### src/rtl/comar_xor_sched_if.sv
// =====================================================================
// comar_xor_sched_if : requester, PRNG, gadget and response bundle
// Rev 1.0
// =====================================================================
`default_nettype none

interface comar_xor_sched_if #(
    parameter int NREQ = 4,
    parameter int IDW  = $clog2(NREQ)
);
    logic [NREQ-1:0]   req_valid;
    logic [2*NREQ-1:0] req_a;
    logic [2*NREQ-1:0] req_b;
    logic [NREQ-1:0]   req_ready;

    logic              prng_valid;
    logic [5:0]        prng_data;
    logic              prng_ready;

    logic              common_share;

    logic [1:0]        g_a;
    logic [1:0]        g_b;
    logic [5:0]        g_r;
    logic              g_common;
    logic [1:0]        g_c;

    logic              rsp_valid;
    logic [IDW-1:0]    rsp_id;
    logic [1:0]        rsp_c;

    // master: requesters, PRNG and gadget environment; slave: the scheduler
    modport master (
        output req_valid, req_a, req_b, prng_valid, prng_data, common_share, g_c,
        input  req_ready, prng_ready, g_a, g_b, g_r, g_common, rsp_valid, rsp_id, rsp_c
    );

    modport slave (
        input  req_valid, req_a, req_b, prng_valid, prng_data, common_share, g_c,
        output req_ready, prng_ready, g_a, g_b, g_r, g_common, rsp_valid, rsp_id, rsp_c
    );
endinterface

`default_nettype wire

### src/rtl/comar_xor_sched.sv
// =====================================================================
// comar_xor_sched : round-robin sharing of one 2-cycle COMAR XOR gadget
// Rev 1.0
// =====================================================================
`default_nettype none

module comar_xor_sched #(
    parameter int NREQ  = 4,
    parameter int REUSE = 2
) (
    input  logic              clk,
    input  logic              rst_n,
    comar_xor_sched_if.slave  bus
);
    localparam int IDW = $clog2(NREQ);

    typedef enum logic [0:0] {
        ST_EMPTY = 1'b0,
        ST_ARMED = 1'b1
    } state_t;

    state_t         state_q;
    logic [5:0]     mask_q;
    logic [3:0]     use_cnt_q;
    logic [IDW-1:0] rr_ptr_q;

    logic [NREQ-1:0] grant_oh;
    logic [IDW-1:0]  grant_idx;
    logic [IDW-1:0]  scan_idx;
    logic            grant_any;
    logic            issue;

    logic            v1_q, v2_q, v3_q;
    logic [IDW-1:0]  id1_q, id2_q, id3_q;
    logic [1:0]      ga_q, gb_q;
    logic [1:0]      r_lo_q;
    logic [3:0]      r_hi_q;
    logic [3:0]      m_hi1_q;
    logic            c1_q, c2_q, gcom_q;

    function automatic logic [IDW-1:0] wrap_idx(input logic [IDW-1:0] base, input int off);
        int s;
        s = int'(base) + off;
        if (s >= NREQ) s = s - NREQ;
        return IDW'(s);
    endfunction

    always_comb begin
        grant_any = 1'b0;
        grant_idx = '0;
        scan_idx  = '0;
        grant_oh  = '0;
        for (int k = 0; k < NREQ; k++) begin
            scan_idx = wrap_idx(rr_ptr_q, k);
            if (!grant_any && bus.req_valid[scan_idx]) begin
                grant_any = 1'b1;
                grant_idx = scan_idx;
            end
        end
        if (state_q == ST_ARMED && grant_any) grant_oh[grant_idx] = 1'b1;
    end

    assign issue          = (state_q == ST_ARMED) && grant_any;
    assign bus.req_ready  = grant_oh;
    // Held low while reset is asserted so every output reads 0 during reset
    assign bus.prng_ready = (state_q == ST_EMPTY) && rst_n;

    always_ff @(posedge clk) begin
        if (!rst_n) begin
            state_q   <= ST_EMPTY;
            mask_q    <= '0;
            use_cnt_q <= '0;
            rr_ptr_q  <= '0;
        end else begin
            case (state_q)
                ST_EMPTY: begin
                    if (bus.prng_valid) begin
                        mask_q    <= bus.prng_data;
                        use_cnt_q <= '0;
                        state_q   <= ST_ARMED;
                    end
                end
                ST_ARMED: begin
                    if (issue) begin
                        rr_ptr_q  <= wrap_idx(grant_idx, 1);
                        use_cnt_q <= use_cnt_q + 4'd1;
                        if (use_cnt_q == 4'(REUSE - 1)) state_q <= ST_EMPTY;
                    end
                end
                default: state_q <= ST_EMPTY;
            endcase
        end
    end

    // Stage 0 = operand register; r[5:2] follows the op into gadget stage 1
    always_ff @(posedge clk) begin
        if (!rst_n) begin
            v1_q    <= 1'b0;
            v2_q    <= 1'b0;
            v3_q    <= 1'b0;
            id1_q   <= '0;
            id2_q   <= '0;
            id3_q   <= '0;
            ga_q    <= '0;
            gb_q    <= '0;
            r_lo_q  <= '0;
            r_hi_q  <= '0;
            m_hi1_q <= '0;
            c1_q    <= 1'b0;
            c2_q    <= 1'b0;
            gcom_q  <= 1'b0;
        end else begin
            v1_q  <= issue;
            v2_q  <= v1_q;
            v3_q  <= v2_q;
            id2_q <= id1_q;
            id3_q <= id2_q;
            c2_q  <= c1_q;
            gcom_q <= c2_q;
            if (issue) begin
                id1_q   <= grant_idx;
                ga_q    <= bus.req_a[{grant_idx, 1'b0} +: 2];
                gb_q    <= bus.req_b[{grant_idx, 1'b0} +: 2];
                r_lo_q  <= mask_q[1:0];
                m_hi1_q <= mask_q[5:2];
                c1_q    <= bus.common_share;
            end
            if (v1_q) r_hi_q <= m_hi1_q;
        end
    end

    assign bus.g_a       = ga_q;
    assign bus.g_b       = gb_q;
    assign bus.g_r       = {r_hi_q, r_lo_q};
    assign bus.g_common  = gcom_q;
    assign bus.rsp_valid = v3_q;
    assign bus.rsp_id    = v3_q ? id3_q : '0;
    assign bus.rsp_c     = v3_q ? bus.g_c : 2'b00;

endmodule

`default_nettype wire

### src/flat_wrapper.sv
// flat-port wrapper written by rule: the top's interface ports become plain ports
module comar_xor_sched_flat 
#(
    parameter int NREQ  = 4,
    parameter int REUSE = 2
)
  (clk, rst_n, bus_req_valid, bus_req_a, bus_req_b, bus_prng_valid, bus_prng_data, bus_common_share, bus_g_c, bus_req_ready, bus_prng_ready, bus_g_a, bus_g_b, bus_g_r, bus_g_common, bus_rsp_valid, bus_rsp_id, bus_rsp_c);
  comar_xor_sched_if #(.NREQ(NREQ)) bus_i ();
  input  logic clk;
  input  logic rst_n;
  input wire logic [$bits(bus_i.req_valid)-1:0] bus_req_valid;
  input wire logic [$bits(bus_i.req_a)-1:0] bus_req_a;
  input wire logic [$bits(bus_i.req_b)-1:0] bus_req_b;
  input wire logic [$bits(bus_i.prng_valid)-1:0] bus_prng_valid;
  input wire logic [$bits(bus_i.prng_data)-1:0] bus_prng_data;
  input wire logic [$bits(bus_i.common_share)-1:0] bus_common_share;
  input wire logic [$bits(bus_i.g_c)-1:0] bus_g_c;
  output wire logic [$bits(bus_i.req_ready)-1:0] bus_req_ready;
  output wire logic [$bits(bus_i.prng_ready)-1:0] bus_prng_ready;
  output wire logic [$bits(bus_i.g_a)-1:0] bus_g_a;
  output wire logic [$bits(bus_i.g_b)-1:0] bus_g_b;
  output wire logic [$bits(bus_i.g_r)-1:0] bus_g_r;
  output wire logic [$bits(bus_i.g_common)-1:0] bus_g_common;
  output wire logic [$bits(bus_i.rsp_valid)-1:0] bus_rsp_valid;
  output wire logic [$bits(bus_i.rsp_id)-1:0] bus_rsp_id;
  output wire logic [$bits(bus_i.rsp_c)-1:0] bus_rsp_c;
  assign bus_i.req_valid = bus_req_valid;
  assign bus_i.req_a = bus_req_a;
  assign bus_i.req_b = bus_req_b;
  assign bus_i.prng_valid = bus_prng_valid;
  assign bus_i.prng_data = bus_prng_data;
  assign bus_i.common_share = bus_common_share;
  assign bus_i.g_c = bus_g_c;
  assign bus_req_ready = bus_i.req_ready;
  assign bus_prng_ready = bus_i.prng_ready;
  assign bus_g_a = bus_i.g_a;
  assign bus_g_b = bus_i.g_b;
  assign bus_g_r = bus_i.g_r;
  assign bus_g_common = bus_i.g_common;
  assign bus_rsp_valid = bus_i.rsp_valid;
  assign bus_rsp_id = bus_i.rsp_id;
  assign bus_rsp_c = bus_i.rsp_c;
  comar_xor_sched #(.NREQ(NREQ), .REUSE(REUSE)) u_core (.clk(clk), .rst_n(rst_n), .bus(bus_i));
endmodule
### config.mk
export PLATFORM = sky130hd
export DESIGN_NAME = comar_xor_sched_flat
export DESIGN_NICKNAME = d
export VERILOG_FILES = /design/src/rtl/comar_xor_sched_if.sv /design/src/rtl/comar_xor_sched.sv /design/src/flat_wrapper.sv
export SDC_FILE = /design/constraint.sdc
export NUM_CORES = 1
export LEC_CHECK = 0
export ABC_AREA = 0
export ABC_CLOCK_PERIOD_IN_PS = 2000
export CELL_PAD_IN_SITES_DETAIL_PLACEMENT = 0
export CELL_PAD_IN_SITES_GLOBAL_PLACEMENT = 1
export CORE_UTILIZATION = 33
export DETAILED_ROUTE_END_ITERATION = 8
export PLACE_DENSITY = 0.8
export RECOVER_POWER = 100
export SLEW_MARGIN = 15
export SYNTH_ARGS = -nofsm -noshare
export SYNTH_HDL_FRONTEND = slang
export SYNTH_SLANG_ARGS = --single-unit
### constraint.sdc
create_clock -name clk -period 2 [get_ports clk]
set_clock_uncertainty 0.1 [all_clocks]
set_input_delay 0.2 -clock clk [delete_from_list [all_inputs] [get_ports clk]]
set_output_delay 0.2 -clock clk [all_outputs]
set_load 0.05 [all_outputs]
# [After elaboration in Yosys (flattened, before gate mapping)]
# Index checks and enable logic that the tools add are counted.
[op_classes] muxes=33 eq_ne=3 n_shift=2 addsub=10 n_reduce_logical=12 bitwise_logic=1 order_cmp=11
[op_table] operator="two-way mux 2 bit" count=11
[op_table] operator="indexed part select 8 x 4 -> 2 bit" count=2
[op_table] operator="less-than comparator 2 x 3 -> 1 bit, second input constant" count=5
[op_table] operator=">= comparator 3 bit, second input constant" count=4
[op_table] operator="two-way mux 1 bit" count=12
[op_table] operator="two-way mux 4 bit" count=3
[op_table] operator="subtractor 2 x 1 -> 2 bit, second input constant" count=5
[op_table] operator="binary-select mux 1 bit (select 2 bit)" count=4
[op_table] operator="case mux 4 bit (2 select lines)" count=1
[op_table] operator="adder 2 x 1 -> 3 bit, second input constant" count=2
[op_table] operator="adder 2 x 2 -> 3 bit, second input constant" count=2
[op_table] operator="logical AND 1 bit" count=6
[op_table] operator="AND reduction 2 bit" count=3
[op_table] operator="adder 4 x 1 -> 4 bit, second input constant" count=1
[op_table] operator="equality test 4 x 1 -> 1 bit, second input constant" count=1
[op_table] operator="!= test 2 bit, second input constant" count=2
[op_table] operator=">= comparator 2 x 3 -> 1 bit, second input constant" count=1
[op_table] operator="logical NOT 1 bit" count=3
[op_table] operator="demux 1 bit (select 2 bit)" count=1
[op_table] operator=">= comparator 2 x 1 -> 1 bit, second input constant" count=1
[op_table] operator="case mux 1 bit (2 select lines)" count=1
[op_table] operator="NOT 1 bit" count=1
[word_totals] out_inout_bits=21 word_cells=90 register_bits=39

# [Longest topological paths before layout]
# Gate-level depths: netlist of the first run.
[logic_depth] depth_word=19 mapped_depth=6

# [Least setup slack after synthesis of the first run]
# OpenSTA, ideal clock, no wires.
[synth_timing] path_type="reg-to-output" start="reg u_core.rr_ptr_q[1]" end="out bus_req_ready[2]" arrival_ns=2.068 n_path_buf=0 path_stages_with_launch=5 path_slack_ns=-0.368 cell_sequence="dfxtp_1 a21oi_1 nor3b_1 or3_1 nor3_1"
[synth_between] elab_chain_len=19
[synth_rtl] item="from (decl)" line_no="comar_xor_sched.sv:25" rtl="logic [IDW-1:0] rr_ptr_q;"
[synth_rtl] item="from (signal assigned)" line_no="comar_xor_sched.sv:85" rtl="rr_ptr_q <= wrap_idx(grant_idx, 1);"
[synth_rtl] item="parallel branches: the longest is 18 deep, another holds adder 2 x 1 -> 3 bit"
[synth_rtl] item="two-way mux 4 bit *" line_no="comar_xor_sched.sv:60" rtl="if (state_q == ST_ARMED && grant_any) grant_oh[grant_idx] = 1'b1;"
[synth_rtl] item="to (decl)" line_no="flat_wrapper.sv:18" rtl="output wire logic [$bits(bus_i.req_ready)-1:0] bus_req_ready;"
# Every way passes the cells marked *. The select of a mux whose other input is x is not followed.

# [Worst setup path after layout of the first run]
[layout_timing] start="reg u_core.rr_ptr_q[1]" end="out bus_req_ready[1]"
# Same word-level chain as after synthesis.

==> impl_metrics.toml, run 1 <==
[routing]
via_count = 1483
drtIter0Drc = 49
wl_per_cell_um = 12.2
routed_wl_mm = 3.93
drc_errors = 0
dr.pass1.iters = 4
antenna_left = 0
vias_per_cell = 4.59

[final_layout]
areaGrowthSynthToFinish_pct = 55.6
nFillCells = 431
diodes = 0
layout-drive-gt1-share_pct = 18.8
fin_nets = 289

[grt]
grt_pass1_wl_mm = 6.13
grt_pass1_vias = 1304
grt_overflow = 0
track_usage_pct = 14.9
antenna_found_initial = 0
grt_max_degree = 22

[floorplan]
die_w_um = 73.1
die-area_um2 = 5350
row_count = 25
start_util_pct = 34.9
core_um2 = 4790
die_h_um = 73.1
ios = 53

[pwr]
switchingPower_uw = 532
p_int_uw = 1400
clockPowerShare_pct = 34.0
switching_share_pct = 27.6
leakage_uw = 0.00102
seqPwrFrac_pct = 43.6
power_frac_comb_pct = 22.4
p_per_area_nw_per_um2 = 743
irDropWorstVdd_uv = 367

[setup_path]
cp-start-kind = "flip-flop"
reg2reg_depth = 7
critical_path_required_ns = 1.70
worstPathArrival_ns = 1.66
worstSetupPathType = "flip-flop to primary output"
regToRegSetupSlack_ns = 0.21
r2r_start = "u_core.rr_ptr_q[1]$_SDFFE_PN0P_"
crit_slowest_cell = "nor3_2"
path_max_fanout = 4
r2r-end = "u_core.bus.g_a[1]$_SDFFE_PN0P_"
crit_family = "simple AND/OR/NAND/NOR gates"
path_cells = "a21oi_2 > nor3b_2 > buf_4 > nor3_2 > nor2_4 > buf_12"
critPathCaptureType = "primary output"
path_buf_inv = 2
critical-path-max-stage-delay_ns = 0.41

[timing]
hold_ws_ns = 0.337
fmax_ghz = 0.511
slew_headroom_pct = 50.8
fin_crit_sh_pct = 97.8
tns_ns = 0
worst_pin_slew_ns = 0.738
min_period_ns = 1.96
slew_viol_final = 0
hold_violations = 0
finalSetupViolCount = 0

[synthesis]
synth-compound-area-share_pct = 16.5
synth.top_cell.area_share_pct = 46.8
ys_async_sr_fraction_pct = 0
synth-seq-cells = 39
syn_inst = 184
yosys.area.top_type = "dfxtp_1"
synth_most_common_cell = "dfxtp_1"
synthMuxAreaShare_pct = 7.20
synth_top_family_by_area = "simple AND/OR/NAND/NOR gates"
syn_area_um2 = 1670
synthTopCellsByArea = "dfxtp_1 47%, nand2_1 7.4%, mux2i_1 7.2%, and2_1 5.6%, a21boi_0 4.5%"
syn-num-nets = 218
synthXorXnorAreaFrac_pct = 1.05
avgSynthCellArea_um2 = 9.07
ys_warn_count = 0
synth_fa_ha_area_share_pct = 1.50
synth-simple-area-share_pct = 22.9
ys_seq_area_share_pct = 46.8
yosysUniqueCellTypes = 34
synth_edf_count = 0
ys_top_cells_by_count = "39 x dfxtp_1, 33 x nand2_1, 15 x and2_1"
synth_ff_type = "dfxtp_1"

[clock_tree]
cts_max_level = 2
cts_tree = "yes"
path_clk_slew_ns = 0.08
cts_made_buffers = 5
clk_latency_ns = 0.29
clkSinkCount = 39
cts_hold_buf = 0
cts-root-buf = "clkbuf_8"
cts_max_path_buffers = 2

[run]
max_cap_violations = 0

[min_path]
min_from = "u_core.c2_q$_SDFF_PN0_"
worstHoldEndpoint = "u_core.bus.g_common$_SDFF_PN0_"
hold_path_depth = 1
hp-class = "flip-flop to flip-flop"

[outcome]
status = "finished, final reports clean"

[placement]
port_buffers = 52
routabilityCongestion = 0.768
dpl.hpwl_mm = 2.74
cell usage in the layout (no fill, tap or decap), types with 7 or more instances in the layout:
cell,netlist,routed
a21boi_0,10,13
and2_1,15,12
buf_4,2,20
clkdlybuf4s50_1,0,40
dfxtp_1,39,37
mux2i_1,12,12
nand2_1,33,32
nor2b_1,7,7
final cells by class:
| type | count | area [um2] | share of cell area (%) |
|---|---|---|---|
| flip-flops and latches | 39 | 788 | 30.3 |
| multi-input cells | 131 | 900 | 34.6 |
| clock buffers | 5 | 68.8 | 2.65 |
| clock inverters | 3 | 43.8 | 1.69 |
| well taps | 67 | 83.8 | 3.23 |
| repair buffers | 74 | 698 | 26.9 |
| inverters | 4 | 15.0 | 0.578 |
worst reg2reg max path: stages, from the launching register on:
cell and delay, ns:
dfxtp_4 0.37, a21oi_2 0.13, nor3b_2 0.07, buf_4 0.15
nor3_2 0.41, buf_4 0.20, nand2_1 0.11, o221ai_1 0.18
how the worst max path moves through the flow:
stage / start / to / slack, ns / cells past startpoint
final: u_core.rr_ptr_q[1]$_SDFFE_PN0P_ / bus_req_ready[1] / 0.04 / 6
after global routing: u_core.rr_ptr_q[0]$_SDFFE_PN0P_ / bus_req_ready[2] / -0.004 / 5
after CTS: u_core.rr_ptr_q[1]$_SDFFE_PN0P_ / bus_req_ready[2] / 0.003 / 5
after detailed placement: bus_req_valid[0] / bus_req_ready[2] / -0.15 / 6
after global placement: bus_req_valid[0] / bus_req_ready[2] / -0.15 / 6
after floorplan: u_core.rr_ptr_q[0]$_SDFFE_PN0P_ / bus_req_ready[1] / -0.02 / 5
cells by family after synthesis:
logic type | count (synthesis)
compound gates | 37
xor+xnor | 2
fa+ha+maj | 2
buf+inv | 14
flops | 39
mux | 12
simple gates | 78
metrics by stage:
| stage | cells | utilization [%] | power, uW | instance area, um2 | setup WS, ns |
|---|---|---|---|---|---|
| after global placement | 311 | 50.6 | 1260 | 2420 | -0.150 |
| after floorplan | 184 | - | 1070 | 1680 | -0.0242 |
| final | 323 | 54.3 | 1930 | 2600 | 0.0433 |
| after detailed placement | 311 | 50.6 | 1270 | 2420 | -0.152 |
| after global routing | 323 | 54.3 | 2020 | 2600 | -0.00376 |
| after CTS | 319 | 53.2 | 1930 | 2540 | 0.00284 |
what timing repair did:
action,4_1_cts,5_1_grt
gates cloned,0,0
setup buffers,0,4
setup endpoints to repair,4,4
gates resized for setup,8,12
pin swaps,1,5
flip-flops by register name, indices dropped and copies added (netlist names):
signal and flops:
u_core.m_hi1_q 4, u_core.bus.rsp_valid 1, u_core.r_hi_q 4, u_core.v1_q 1
u_core.use_cnt_q 4, u_core.state_q 1, u_core.id3_q 2, u_core.bus.g_b 2
u_core.id1_q 2, u_core.bus.g_a 2, u_core.id2_q 2, u_core.rr_ptr_q 2
u_core.c1_q 1, u_core.c2_q 1, u_core.r_lo_q 2, u_core.v2_q 1
u_core.mask_q 6, u_core.bus.g_common 1
layer usage:
metal | share of wire, % | wire, um | GRT usage [%]
met5 | 0 | 0 | 0
met3 | 4.7 | 186 | 4.42
met2 | 47 | 1870 | 23.0
met1 | 47 | 1840 | 19.8
met4 | 1.0 | 40 | 4.58
power groups by stage:
stage	Combinational, uW	Clock, uW	Sequential, uW
after global placement	404	0	861
final	432	655	842
after floorplan	187	0	888
after detailed placement	406	0	860
after global routing	462	711	847
after CTS	409	673	843
Note: power is estimated with default switching activity, not from simulation.
==> run 2, diff against run 1 <==
--- a/config.mk
+++ b/config.mk
@@ -13,7 +13,7 @@
 export DETAILED_ROUTE_END_ITERATION = 8
 export PLACE_DENSITY = 0.8
 export RECOVER_POWER = 100
-export SLEW_MARGIN = 15
+export SLEW_MARGIN = 25
 export SYNTH_ARGS = -nofsm -noshare
 export SYNTH_HDL_FRONTEND = slang
 export SYNTH_SLANG_ARGS = --single-unit
==> results of run 2 <==
Same layout as run 1: the final DEF is identical, and so are final timing and power.
